===== config.mk =====
export PLATFORM = sky130hd
export DESIGN_NAME = dozen_fifo
export DESIGN_NICKNAME = d
export VERILOG_FILES = /design/src/rtl/dozen_fifo.sv
export SDC_FILE = /design/constraint.sdc
export NUM_CORES = 1
export LEC_CHECK = 0
export ABC_AREA = 0
export BUFFER_PORTS_ARGS = -buffer_cell sky130_fd_sc_hd__buf_2
export CORE_ASPECT_RATIO = 0.75
export CORE_MARGIN = 3
export CORE_UTILIZATION = 54
export DETAILED_ROUTE_END_ITERATION = 16
export PLACE_DENSITY = 0.71
export SLEW_MARGIN = 40
export SYNTH_ARGS = -nofsm -noshare
export SYNTH_HDL_FRONTEND = slang
export SYNTH_SLANG_ARGS = --single-unit

===== constraint.sdc =====
create_clock -name clk -period 3.57 [get_ports clk]
set_input_delay 0.1785 -clock clk [delete_from_list [all_inputs] [get_ports clk]]
set_output_delay 0.1785 -clock clk [all_outputs]
set_load 0.02 [all_outputs]

===== src/rtl/dozen_fifo.sv =====
// First-word-fall-through FIFO for camera dozens with metadata/pixel flags.
// Optional almost_full output when DOZEN_FIFO_ALMOST_FULL_EN is defined.
module dozen_fifo #(
  parameter int DATA_W    = 12,
  parameter int DEPTH     = 16,
  parameter int AF_MARGIN = 2
) (
  input  logic                       clk,
  input  logic                       rst_n,
  input  logic                       flush,
  input  logic [DATA_W-1:0]          in_dozen,
  input  logic                       in_metadata_flag,
  input  logic                       in_pixel_data_flag,
  input  logic                       in_valid,
  output logic                       in_ready,
  output logic [DATA_W-1:0]          out_dozen,
  output logic                       out_metadata_flag,
  output logic                       out_pixel_data_flag,
  output logic                       out_valid,
  input  logic                       out_ready,
  output logic [$clog2(DEPTH+1)-1:0] level,
  output logic                       overflow_err,
  output logic                       flag_err
`ifdef DOZEN_FIFO_ALMOST_FULL_EN
  ,
  output logic                       almost_full
`endif
);
  localparam int PW = $clog2(DEPTH);
  localparam int LW = $clog2(DEPTH+1);
  localparam logic [LW-1:0] FULL_LVL = LW'(DEPTH);

  if (DEPTH < 2 || (DEPTH & (DEPTH-1)) != 0 || AF_MARGIN < 1 || AF_MARGIN >= DEPTH) begin : g_bad_param
    $error("dozen_fifo: illegal DEPTH or AF_MARGIN");
  end

  typedef struct packed {
    logic              meta;
    logic              pix;
    logic [DATA_W-1:0] dozen;
  } entry_t;

  entry_t          mem [DEPTH];
  entry_t          head;
  logic [PW-1:0]   wptr, rptr;
  logic [LW-1:0]   lvl_q, lvl_nxt;
  logic            run_q;
  logic            wr, rd;

  assign in_ready  = (lvl_q != FULL_LVL);
  assign out_valid = (lvl_q != '0);
  assign level     = lvl_q;

  // run_q holds off writes until one edge after reset release.
  assign wr = in_valid & in_ready & run_q & ~flush;
  assign rd = out_valid & out_ready & ~flush;

  always_ff @(posedge clk or negedge rst_n) begin
    if (!rst_n) run_q <= 1'b0;
    else        run_q <= 1'b1;
  end

  always_ff @(posedge clk) begin
    if (wr) mem[wptr] <= '{meta: in_metadata_flag, pix: in_pixel_data_flag, dozen: in_dozen};
  end

  always_comb begin
    lvl_nxt = lvl_q;
    if (flush) lvl_nxt = '0;
    else begin
      case ({wr, rd})
        2'b10:   lvl_nxt = lvl_q + LW'(1);
        2'b01:   lvl_nxt = lvl_q - LW'(1);
        default: lvl_nxt = lvl_q;
      endcase
    end
  end

  always_ff @(posedge clk or negedge rst_n) begin
    if (!rst_n) begin
      wptr  <= '0;
      rptr  <= '0;
      lvl_q <= '0;
    end else begin
      lvl_q <= lvl_nxt;
      if (flush) begin
        wptr <= '0;
        rptr <= '0;
      end else begin
        if (wr) wptr <= wptr + PW'(1);
        if (rd) rptr <= rptr + PW'(1);
      end
    end
  end

  always_ff @(posedge clk or negedge rst_n) begin
    if (!rst_n) begin
      overflow_err <= 1'b0;
      flag_err     <= 1'b0;
    end else if (flush) begin
      overflow_err <= 1'b0;
      flag_err     <= 1'b0;
    end else begin
      if (in_valid && !in_ready)                         overflow_err <= 1'b1;
      if (wr && in_metadata_flag && in_pixel_data_flag) flag_err     <= 1'b1;
    end
  end

  assign head = mem[rptr];

  // Head is masked so an empty FIFO never exposes stale memory.
  always_comb begin
    out_dozen           = '0;
    out_metadata_flag   = 1'b0;
    out_pixel_data_flag = 1'b0;
    if (out_valid) begin
      out_dozen           = head.dozen;
      out_metadata_flag   = head.meta;
      out_pixel_data_flag = head.pix;
    end
  end

`ifdef DOZEN_FIFO_ALMOST_FULL_EN
  localparam logic [LW-1:0] AF_LVL = LW'(DEPTH - AF_MARGIN);

  always_ff @(posedge clk or negedge rst_n) begin
    if (!rst_n) almost_full <= 1'b0;
    else        almost_full <= (lvl_nxt >= AF_LVL);
  end
`endif

endmodule


==> impl_results.md <==
- Status: complete, no violations
- Final #Nets: 559
- Count leader, synth: edfxtp_1
- Arrival time at the worst endpoint: 2.95 ns
- Synthesized instance count: 452
- Width of the die: 160 um
- Setup crit start kind: flip-flop
- Routed WL: 19.0 mm
- Slowest CP cell: dfrtp_4
- Mux contribution to synthesized area: 0.167
- GRT Overall Usage: 0.205
- Max Slew Vio Count: 0
- Ant. Diodes: 0
- Initial Util: 0.560
- Post-synth top cells: 224 x edfxtp_1, 70 x mux4_2, 23 x nor2_1
- Worst Clk Skew: 0.00863 ns
- Syn avg cell area: 21.2 sq um
- Area of the multi-input gates: 2320 sq um
- Mapped Nets: 478
- Unrepaired setup endpoints after global routing: false
- Synth area leader: edfxtp_1
- Worst path max stage delay: 0.71 ns
- Synth-to-layout area growth: 14.3%
- Final period util: 0.877
- Met3 GRT Util: 0.0403
- CP Capture Type: primary output
- Routability cong.: 0.845
- Largest net degree at the start of global routing: 38
- Clk root buf: clkbuf_16
- Critical-path cell list: buf_4, mux4_2, mux4_2, and2_1, buf_2
- Grt met1 use: 0.321
- First-pass GRT wire length: 29.5 mm
- Setup violations, final: 0
- Main synth FF type: edfxtp_1
- Detailed-router iteration count before antenna repair: 5
- Worst vdd ir: 0.506 mV
- EDFF count, synth: 224
- Register bit total from synthesis: 240
- PortBufs: 41
- Starting DRC count in detailed routing: 559
- Worst Setup Path Type: reg -> out
- DRC viols: 0
- Share of layout cells above drive strength 1: 0.341
- Longest Clk Path Bufs: 3
- H-tree depth reported by CTS: 1
- Clk sink count: 240
- Most frequent cell on the critical path: mux4_2
- Min Tclk post-route: 3.13 ns
- Post-synth top area share: 0.703
- Placed wire-length estimate: 12.0 mm
- Core Footprint: 17100 sq um
- Worst EP required: 3.39 ns
- Worst min path class: in -> reg
- Synth Area in Compound Gates: 0.0166
- Syn Std Cell Area: 9570 sq um
- Grt total ovfl: 0
- Sequential cell area: 7130 sq um
- Post-route cell area: 10900 sq um
- DP Area: 10300 sq um
- Setup TNS: 0 ns
- Final Hold Vio Count: 0
- Max Clock Freq: 319 MHz
- Area contributors post-synth: edfxtp_1 70%, mux4_2 16%, dfrtp_1 4.2%, and2_1 0.98%, ha_1 0.92%
- Worst Tran Pin Value: 0.774 ns
- Total number of vias: 4735
- Ports: 42
- Die area: 19400 sq um
- Largest family of logic cells by synthesized area: multiplexers
- Max cap viols: 0
- Met2 Use GR: 0.307
- # Post-CTS Setup Buffers: 0
- Cell variety after synth: 42
- Seq/Total Area, Yosys: 0.745
- Wirelength per Cell: 24.3 um
- Num rows: 41
- Later-pin clock latency in the skew report: 0.49 ns
- Critical path peak fanout: 22
- Vias per inst: 6.06
- Power per cell area: 630 nW/um^2
- Simple-Gate Fraction of Synth Area: 0.0407
- Number of fill cells: 1128
- Leakage Power: 3.59 nW
- Inserted Clock Buffers: 23
- Post-Synth Adder-Cell Area: 0.00916
- Gr busiest metal: met1
- Antenna violations before repair: 0
- Die Y: 121 um
- Async S/R FF share, synth: 0.0667
- CTS tree: yes
- ANT nets after route: 0
- Yosys warns: 0
- Reg clk slew, reported paths: 0.06 ns
- Relative slew slack: 0.483
- XOR/XNOR Fraction of Synth Area: 0.00641
- Number of global-route vias before repair: 4818
==> sequential cells by signal, indices dropped and copies added, names as in the netlist <==
name          flops
overflow_err      1
level             5
flag_err          1
rptr              4
run_q             1
wptr              4
mem             224
==> through the flow <==
step / util / setup slack, ns / power [mW] / cells / hold slack, ns
floorplan: - / 0.624 / 4.43 / 452 / -0.117
global placement: 0.601 / 0.636 / 4.83 / 741 / 0.109
detailed placement: 0.601 / 0.513 / 4.85 / 741 / 0.113
CTS: 0.640 / 0.369 / 6.96 / 781 / 0.0363
global route: 0.640 / 0.267 / 7.20 / 781 / 0.0487
finish: 0.640 / 0.439 / 6.89 / 781 / 0.0530
==> power breakdown <==
part	internal [mW]	switching [mW]
Sequential	3.13	0.148
Combinational	0.748	0.751
Clock	1.17	0.943
Total	5.05	1.84
==> path summary, 6_finish.rpt <==
kind                         startpoint                   to  slack [ns]  depth (start not counted)
max reg2reg                    level[1]             level[4]        0.45                          9
min reg2reg                overflow_err         overflow_err        0.49                          2
min in group asynchronous         rst_n             level[2]        0.13                          2
min                         in_dozen[3]           mem[13][3]        0.05                          1
max in group asynchronous         rst_n              rptr[0]        3.14                          2
max                             rptr[0]  out_pixel_data_flag        0.44                          5
==> logic make-up after synthesis <==
kind of cell / count (synthesis)
AOI/OAI and AO/OA: 21
xor gates and xnor gates: 7
adders and majority gates: 7
buffers and inverters: 27
DFF: 240
muxes: 72
other: 1
and+or+nand+nor: 77
==> worst max-delay path: cells and delay by family (launching register included) <==
family	cells	cell delay, ns
mux	2	1.02
flops	1	0.71
buf+inv	2	0.53
simple gates	1	0.16
==> final cells by class <==
class                           instances  area share
Multi-Input combinational cell        185       0.212
Clock buffer                           28      0.0544
Clock inverter                          9     0.00389
Tap cell                              236      0.0270
Inverter                                3     0.00103
Timing Repair Buffer                   80      0.0485
Sequential cell                       240       0.653
==> placed cells by master (no fill, tap or decap), drive strengths merged, types with 2 or more instances in the layout <==
| cell | count |
|---|---|
| and2 | 15 |
| edfxtp | 224 |
| inv | 3 |
| nor2 | 23 |
| dfrtp | 16 |
| a31oi | 3 |
| buf | 77 |
| clkbuf | 28 |
| dlygate4sd3 | 3 |
| mux4 | 70 |
| nand2b | 5 |
| xor2 | 6 |
| or4 | 3 |
| nand3 | 3 |
| ha | 7 |
| nand4 | 2 |
| nand2 | 16 |
| o21ai | 4 |
| a21oi | 4 |
| nor3 | 4 |
| nor2b | 3 |
| clkinv | 9 |
==> timing repair <==
| action | in CTS | in global routing |
|---|---|---|
| endpoints found under the hold margin | 18 | 0 |
| gates resized for setup | 0 | 0 |
| hold buffers | 3 | 0 |
==> per-layer routing <==
metal / routed length, um / share of wire / vias to the layer above
met5: 0 / 0 / -
met4: 275 / 0.014 / 0
met3: 1330 / 0.070 / 25
met2: 8820 / 0.46 / 172
met1: 8570 / 0.45 / 2519
li1: - / - / 2019
(Power assumes the default switching activity.)
